<file path="config.mk">
export PLATFORM = sky130hd
export DESIGN_NAME = caesar_stream_ctrl
export DESIGN_NICKNAME = d
export VERILOG_FILES = /design/src/rtl/caesar_stream_ctrl.sv
export SDC_FILE = /design/constraint.sdc
export NUM_CORES = 1
export LEC_CHECK = 0
export CAP_MARGIN = 20
export CORE_MARGIN = 1
export CORE_UTILIZATION = 59
export CTS_CLUSTER_SIZE = 40
export DETAILED_ROUTE_END_ITERATION = 12
export PLACE_DENSITY_LB_ADDON = 0.25
export REMOVE_ABC_BUFFERS = 1
export SLEW_MARGIN = 20
export SYNTH_ARGS = -nofsm -noshare
export SYNTH_HDL_FRONTEND = slang
export SYNTH_SLANG_ARGS = --single-unit
</file>
<file path="constraint.sdc">
create_clock -name clk -period 5.39 [get_ports clk]
set_input_delay 1.078 -clock clk [delete_from_list [all_inputs] [get_ports clk]]
set_output_delay 1.078 -clock clk [all_outputs]
set_load 0.1 [all_outputs]
</file>
<file path="src/rtl/caesar_stream_ctrl.sv">
// caesar_stream_ctrl
// Pulls a ciphertext byte stream over valid/ready after a start command,
// deciphers each byte (t3=c^k; t2=t3^(t3>>4); t1=t2-k; p=t1^k, all mod 256),
// buffers the plaintext in a small FIFO and streams it out over valid/ready.
//
// Optional feature macro: KEY_ROTATE_EN
//   defined   : key register rotates left by one after every accepted byte
//   undefined : key register stays constant for the whole message
//
// Ports
//   clk        system clock, rising edge
//   rst        synchronous active-high reset
//   start      command strobe, only honoured in IDLE
//   key_in     key, latched on accepted start
//   msg_len    message length in bytes, latched on accepted start
//   in_valid   ciphertext byte available
//   in_data    ciphertext byte
//   in_ready   controller accepts in_data this cycle
//   out_valid  plaintext byte available (FIFO non-empty)
//   out_data   plaintext byte at FIFO head
//   out_ready  consumer takes out_data this cycle
//   busy       high while in RUN or DRAIN
//   done       one-cycle pulse at end of message
//   byte_cnt   bytes accepted in current/last message
module caesar_stream_ctrl #(
  parameter int unsigned LEN_W      = 8,
  parameter int unsigned FIFO_DEPTH = 4
) (
  input  logic             clk,
  input  logic             rst,
  input  logic             start,
  input  logic [7:0]       key_in,
  input  logic [LEN_W-1:0] msg_len,
  input  logic             in_valid,
  input  logic [7:0]       in_data,
  output logic             in_ready,
  output logic             out_valid,
  output logic [7:0]       out_data,
  input  logic             out_ready,
  output logic             busy,
  output logic             done,
  output logic [LEN_W-1:0] byte_cnt
);

  localparam int unsigned PTR_W = (FIFO_DEPTH > 1) ? $clog2(FIFO_DEPTH) : 1;
  localparam int unsigned CNT_W = PTR_W + 1;
  localparam logic [CNT_W-1:0] FIFO_FULL = CNT_W'(FIFO_DEPTH);

  typedef enum logic [1:0] {
    ST_IDLE  = 2'd0,
    ST_RUN   = 2'd1,
    ST_DRAIN = 2'd2,
    ST_DONE  = 2'd3
  } state_t;

  // Three-layer Caesar decipher on one byte
  function automatic logic [7:0] decipher(input logic [7:0] c, input logic [7:0] k);
    logic [7:0] t3;
    logic [7:0] t2;
    logic [7:0] t1;
    t3 = c ^ k;
    t2 = t3 ^ (t3 >> 4);
    t1 = t2 - k;
    return t1 ^ k;
  endfunction

  state_t           r_state;
  state_t           w_state_nxt;
  logic [7:0]       r_key;
  logic [LEN_W-1:0] r_remaining;
  logic [LEN_W-1:0] w_remaining_nxt;
  logic [LEN_W-1:0] r_byte_cnt;
  logic [7:0]       r_mem [FIFO_DEPTH];
  logic [PTR_W-1:0] r_wr_ptr;
  logic [PTR_W-1:0] r_rd_ptr;
  logic [CNT_W-1:0] r_count;
  logic [CNT_W-1:0] w_count_nxt;
  logic             r_in_ready;
  logic             r_out_valid;
  logic             r_busy;
  logic             r_done;
  logic             w_start_acc;
  logic             w_push;
  logic             w_pop;
  logic             w_in_ready_nxt;
  logic [7:0]       w_plain;

  // Handshakes; r_in_ready is only ever set while in RUN
  assign w_push  = in_valid && r_in_ready;
  assign w_pop   = r_out_valid && out_ready;
  assign w_plain = decipher(in_data, r_key);
  assign w_count_nxt = r_count + CNT_W'(w_push) - CNT_W'(w_pop);

  // State register
  always_ff @(posedge clk) begin
    if (rst) begin
      r_state <= ST_IDLE;
    end else begin
      r_state <= w_state_nxt;
    end
  end

  // Next-state and remaining-byte bookkeeping
  always_comb begin
    w_state_nxt     = r_state;
    w_start_acc     = 1'b0;
    w_remaining_nxt = r_remaining;
    case (r_state)
      ST_IDLE: begin
        if (start) begin
          w_start_acc     = 1'b1;
          w_remaining_nxt = msg_len;
          w_state_nxt     = (msg_len == '0) ? ST_DONE : ST_RUN;
        end
      end
      ST_RUN: begin
        if (w_push) begin
          w_remaining_nxt = r_remaining - LEN_W'(1);
          if (r_remaining == LEN_W'(1)) begin
            w_state_nxt = ST_DRAIN;
          end
        end
      end
      ST_DRAIN: begin
        if (r_count == '0) begin
          w_state_nxt = ST_DONE;
        end
      end
      ST_DONE: begin
        w_state_nxt = ST_IDLE;
      end
      default: begin
        w_state_nxt = ST_IDLE;
      end
    endcase
  end

  // in_ready is registered from next-cycle state so a full FIFO blocks the same cycle
  assign w_in_ready_nxt = (w_state_nxt == ST_RUN) && (w_count_nxt != FIFO_FULL) &&
                          (w_remaining_nxt != '0);

  // Control registers and status outputs
  always_ff @(posedge clk) begin
    if (rst) begin
      r_key       <= '0;
      r_remaining <= '0;
      r_byte_cnt  <= '0;
      r_in_ready  <= 1'b0;
      r_out_valid <= 1'b0;
      r_busy      <= 1'b0;
      r_done      <= 1'b0;
    end else begin
      r_remaining <= w_remaining_nxt;
      r_in_ready  <= w_in_ready_nxt;
      r_out_valid <= (w_count_nxt != '0);
      r_busy      <= (w_state_nxt == ST_RUN) || (w_state_nxt == ST_DRAIN);
      r_done      <= (w_state_nxt == ST_DONE);
      if (w_start_acc) begin
        r_key      <= key_in;
        r_byte_cnt <= '0;
      end else if (w_push) begin
        r_byte_cnt <= r_byte_cnt + LEN_W'(1);
`ifdef KEY_ROTATE_EN
        r_key      <= {r_key[6:0], r_key[7]};
`endif
      end
    end
  end

  // Output FIFO; storage is cleared on reset so out_data reads zero afterwards
  always_ff @(posedge clk) begin
    if (rst) begin
      r_wr_ptr <= '0;
      r_rd_ptr <= '0;
      r_count  <= '0;
      for (int i = 0; i < int'(FIFO_DEPTH); i++) begin
        r_mem[i] <= '0;
      end
    end else begin
      r_count <= w_count_nxt;
      if (w_push) begin
        r_mem[r_wr_ptr] <= w_plain;
        r_wr_ptr        <= r_wr_ptr + PTR_W'(1);
      end
      if (w_pop) begin
        r_rd_ptr <= r_rd_ptr + PTR_W'(1);
      end
    end
  end

  assign in_ready  = r_in_ready;
  assign out_valid = r_out_valid;
  assign out_data  = r_mem[r_rd_ptr];
  assign busy      = r_busy;
  assign done      = r_done;
  assign byte_cnt  = r_byte_cnt;

endmodule

</file>
---- Yosys cells after proc, flatten, opt, wreduce, memory -nomap -nowiden ----
Memories as Yosys holds them, arrays and structs flattened. A register that Yosys moved wholly into a read port is not among the register bits.
Index checks and enable logic that the tools add are counted.
Widths: inputs -> output; s select.
word-level totals
  logic and storage cells ................. 63
  memory bits (writable) .................. 32
  memories ................................ 1
  register bits ........................... 37
  output and inout bits ................... 20
memories
  memory  words  bits a word  rd ports  clocked after memory_dff  write ports  RTL line  RTL
  r_mem   4      8            1         1                         4            73        logic [7:0] r_mem [FIFO_DEPTH];
cells by class
  equality and inequality tests ........... 8
  add/sub/neg operators ................... 7
  bitwise logic cells ..................... 3
  muxes and demuxes ....................... 21
  reductions and logical operators ........ 12
operator list
  kind                 count
  $mux 8               3
  $mux 2               8
  $pmux 8 s2           1
  $xor 8x8->8          2
  $add 8x1->8 const B  1
  $eq 2x2->1 const B   4
  $eq 8x1->1 const B   1
  $logic_not 8->1      1
  $mux 1               8
  $pmux 2 s4           1
  $reduce_bool 8->1    1
  $reduce_or 8->1      1
  $sub 8x1->8 const B  1
  $sub 8x8->8          1
  $xor 8x4->8          1
  $add 2x1->2 const B  2
  $eq 2x1->1 const B   2
  $logic_and 1x1->1    4
  $add 3x1->3          1
  $logic_not 3->1      1
  $ne 3x3->1 const B   1
  $reduce_bool 3->1    1
  $sub 3x1->3          1
  $logic_not 2->1      1
  2 further kinds      2

---- Depth between registers and ports, before layout ----
  depth after elaboration ................. 7
  depth in mapped cells ................... 12

---- Worst setup path before layout ----
Ideal clock, no wire load.
  path type ............................... in2reg
  from .................................... input port in_data[4]
  to ...................................... memory r_mem[0][6], data pin
  data required time ...................... 5.120 ns
  arrival ................................. 3.059 ns
  setup slack ............................. 2.061 ns
  stages on the path ...................... 10
  cell sequence ........................... ha_1 xnor2_1 xnor2_1 ha_1 fa_1 nor2b_1 o21ai_1 a221oi_1 o21a_1 nor3_1
RTL lines
  element      RTL line  RTL
  from (decl)  35        input logic [7:0] in_data,
  to (decl)    73

==> out/metrics.yaml <==
dpl_cell_area_mm2: 0.00422
tritoncts: "yes"
ys_ff_latch: 71
period_needed_ns: 3.66
design_area_mm2: 0.00444
vias: 2839
grt.total_usage_pct: 26.6
place_inst: 478
via_per_inst: 5.75
die_w_um: 81.3
holdPathStages: 2
fin_cells: 494
finalHoldViolations: 0
ant_nets: 0
cp_cell_sequence: "mux4_2 > clkdlybuf4s50_1"
worst-path-stages: 2
ys_warn_count: 0
postSynthCellCount: 367
antenna_found_initial: 0
worstPathMaxFanout: 8
drive_above_1_share_pct: 7.88
grtUsageMet2_pct: 44.3
worst_pin_slew_ns: 0.969
synth_cell_types: 60
busiest_layer: "met2"
post_synth.cell_area_avg_um2: 10.1
slowest_stage: "clkdlybuf4s50_1"
crit_type: "flop to output port"
multi_input_area_mm2: 0.00181
finalSetupTns_ns: 0
fmax_ghz: 0.273
rsz0062_at_grt: "no"
cts_htree_levels: 3
status: "completed"
rows: 28
hold_path.class: "flop to flop"
grt_first_pass_wirelength_um: 12900
io-pin-count: 49
maxCapViolCount: 0
numClockSinks: 71
place_ws_ns: 1.39
ir_drop_v: 0.000330
drc: 0
cpPeakStageDelay_ns: 0.98
syn2layout_area_growth_pct: 19.5
post-route-period-util_pct: 67.9
use_met1_pct: 33.0
grt_pass1_vias: 2786
synth-main-ff-cell: "dfxtp_1"
setup_viol: 0
drt_iter0_drc: 194
regArea_mm2: 0.00174
initial_core_util_pct: 61.9
synth_area_mm2: 0.00371
slew_headroom_pct: 35.2
routedWlPerCell_um: 15.9
p_leak_nw: 1.69
synth.area.top_cells: "edfxtp_1 (26%), dfxtp_1 (21%), nor2_1 (5.5%), mux4_2 (4.9%), xnor2_1 (4.5%)"
cts_made_buffers: 9
fin_skew_ns: 0.00532
grt_max_degree: 28
crit_arrival_ns: 2.58
r2r.worst_path.cells: 11
ctsResizeCount: 0
start_kind: "flop"
ys_async_sr_fraction_pct: 0
clock_latency_ns: 0.35
cts_root_buf: "clkbuf_8"
hold_buffers: 0
clk_path_buf_depth: 2
gp_congestion: 0.908
die-height_um: 81.3
clk_pin_slew_ns: 0.08
fillers: 416
cts_setup_buffers: 0
firstDrtPassIters: 4
powerDensity_mw_per_mm2: 388
grt_util_met3_pct: 4.94
yosysTopAreaCell: "edfxtp_1"
dp_hpwl_um: 5430
worst_slack_ns: 1.73
synth_top_cell_area_share_pct: 25.9
worst-path-buf-inv: 1
required_ns: 4.31
fin_nets: 458
crit_path_end_kind: "output port"
core_mm2: 0.00599
num_antenna_cells: 0
critPathTopFamily: "buffers and inverters"
synth-edff-count: 32
seq_area_frac_synth_pct: 46.9
grt_overflow_total: 0
io_buffer_count: 48
drv_slew: 0
dieArea_mm2: 0.00661
totalWireLength_um: 7860
-- routing by layer --
layer | routed length [um] | up-vias
li1 | - | 1399
met2 | 3910 | 71
met3 | 323 | 12
met1 | 3490 | 1357
met5 | 0 | -
met4 | 140 | 0
-- worst paths after layout --
kind | startpoint | end | slack, ns
min | r_key[7] | r_key[7] | 0.49
max reg2reg | r_key[4] | r_mem[0][6] | 2.49
min reg2reg | r_key[7] | r_key[7] | 0.49
max | flop | out_data[3] | 1.73
-- cell usage in the layout, fill, tap and decap left out, drive strengths merged, types with 2 or more instances in the layout --
cell type	n
or3	6
nand2b	5
nor2b	6
o211ai	3
fa	2
or4	4
mux2i	2
and3	6
and2	5
o21ai	8
nor3	11
a211oi	8
o21a	2
mux4	8
ha	13
nor2	55
a31oi	3
xor2	11
clkbuf	11
bufinv	2
inv	24
nand2	31
xnor2	19
edfxtp	32
dfxtp	39
a21oi	16
nor4	4
nand4	4
nand3	2
clkdlybuf4s50	48
nand4b	2
nor3b	5
-- where the power goes --
part           leakage, nW  total (mW)  switching (mW)  internal, mW
sequential           0.650       0.671          0.0530         0.618
clock                0.104       0.470           0.208         0.262
combinational        0.932       0.582           0.380         0.202
total                 1.69        1.72           0.641          1.08
-- synthesized netlist by cell type (all sizes together), types with 4 or more instances --
master	instances
nor4	4
or4	4
nand2b	5
o21ai	8
a211oi	8
nor3	11
xor2	11
and2	5
dfxtp	39
a21oi	16
nor2	55
xnor2	19
ha	13
and3	6
inv	23
mux4	8
buf	6
nand4	4
nand2	31
nor3b	5
nor2b	6
or3	6
clkbuf	7
edfxtp	32
-- through the flow --
step | hold WS (ns) | utilization, % | total power, mW
finish | 0.489 | 74.0 | 1.72
global route | 0.505 | 74.0 | 1.80
CTS | 0.490 | 74.0 | 1.73
detailed placement | 0.477 | 70.5 | 1.26
global placement | 0.455 | 70.5 | 1.25
floorplan | 0.442 | - | 1.11
-- tightest hold or removal path, stage by stage, from the launching register on --
cell,delay [ns]
dfxtp_1,0.32
nand2_1,0.06
a21oi_1,0.06
-- state kept, by name, indices dropped and copies added, names as in the netlist, named ones only --
signal       cells
r_rd_ptr         2
r_key            8
done             1
r_mem           32
byte_cnt         8
r_state          2
r_remaining      8
r_count          3
busy             1
r_wr_ptr         2
out_valid        1
in_ready         1
-- area by class of cell --
type	instances	area share, %
multi-input combinational	260	40.9
sequential	71	39.3
timing repair buffer	49	11.0
clock buffer	11	2.96
tap	75	2.12
inverter	23	1.95
clock inverter	5	1.83
-- kinds of logic after synthesis --
kind of cell | after synthesis | synth area share, %
muxes | 10 | 5.39
DFF | 71 | 46.9
adders and majority gates | 15 | 5.46
buffers and inverters | 36 | 4.21
and+or+nand+nor | 153 | 21.3
AOI/OAI and AO/OA | 52 | 9.64
xor gates and xnor gates | 30 | 7.08
Note: power is estimated with default switching activity, not from simulation.
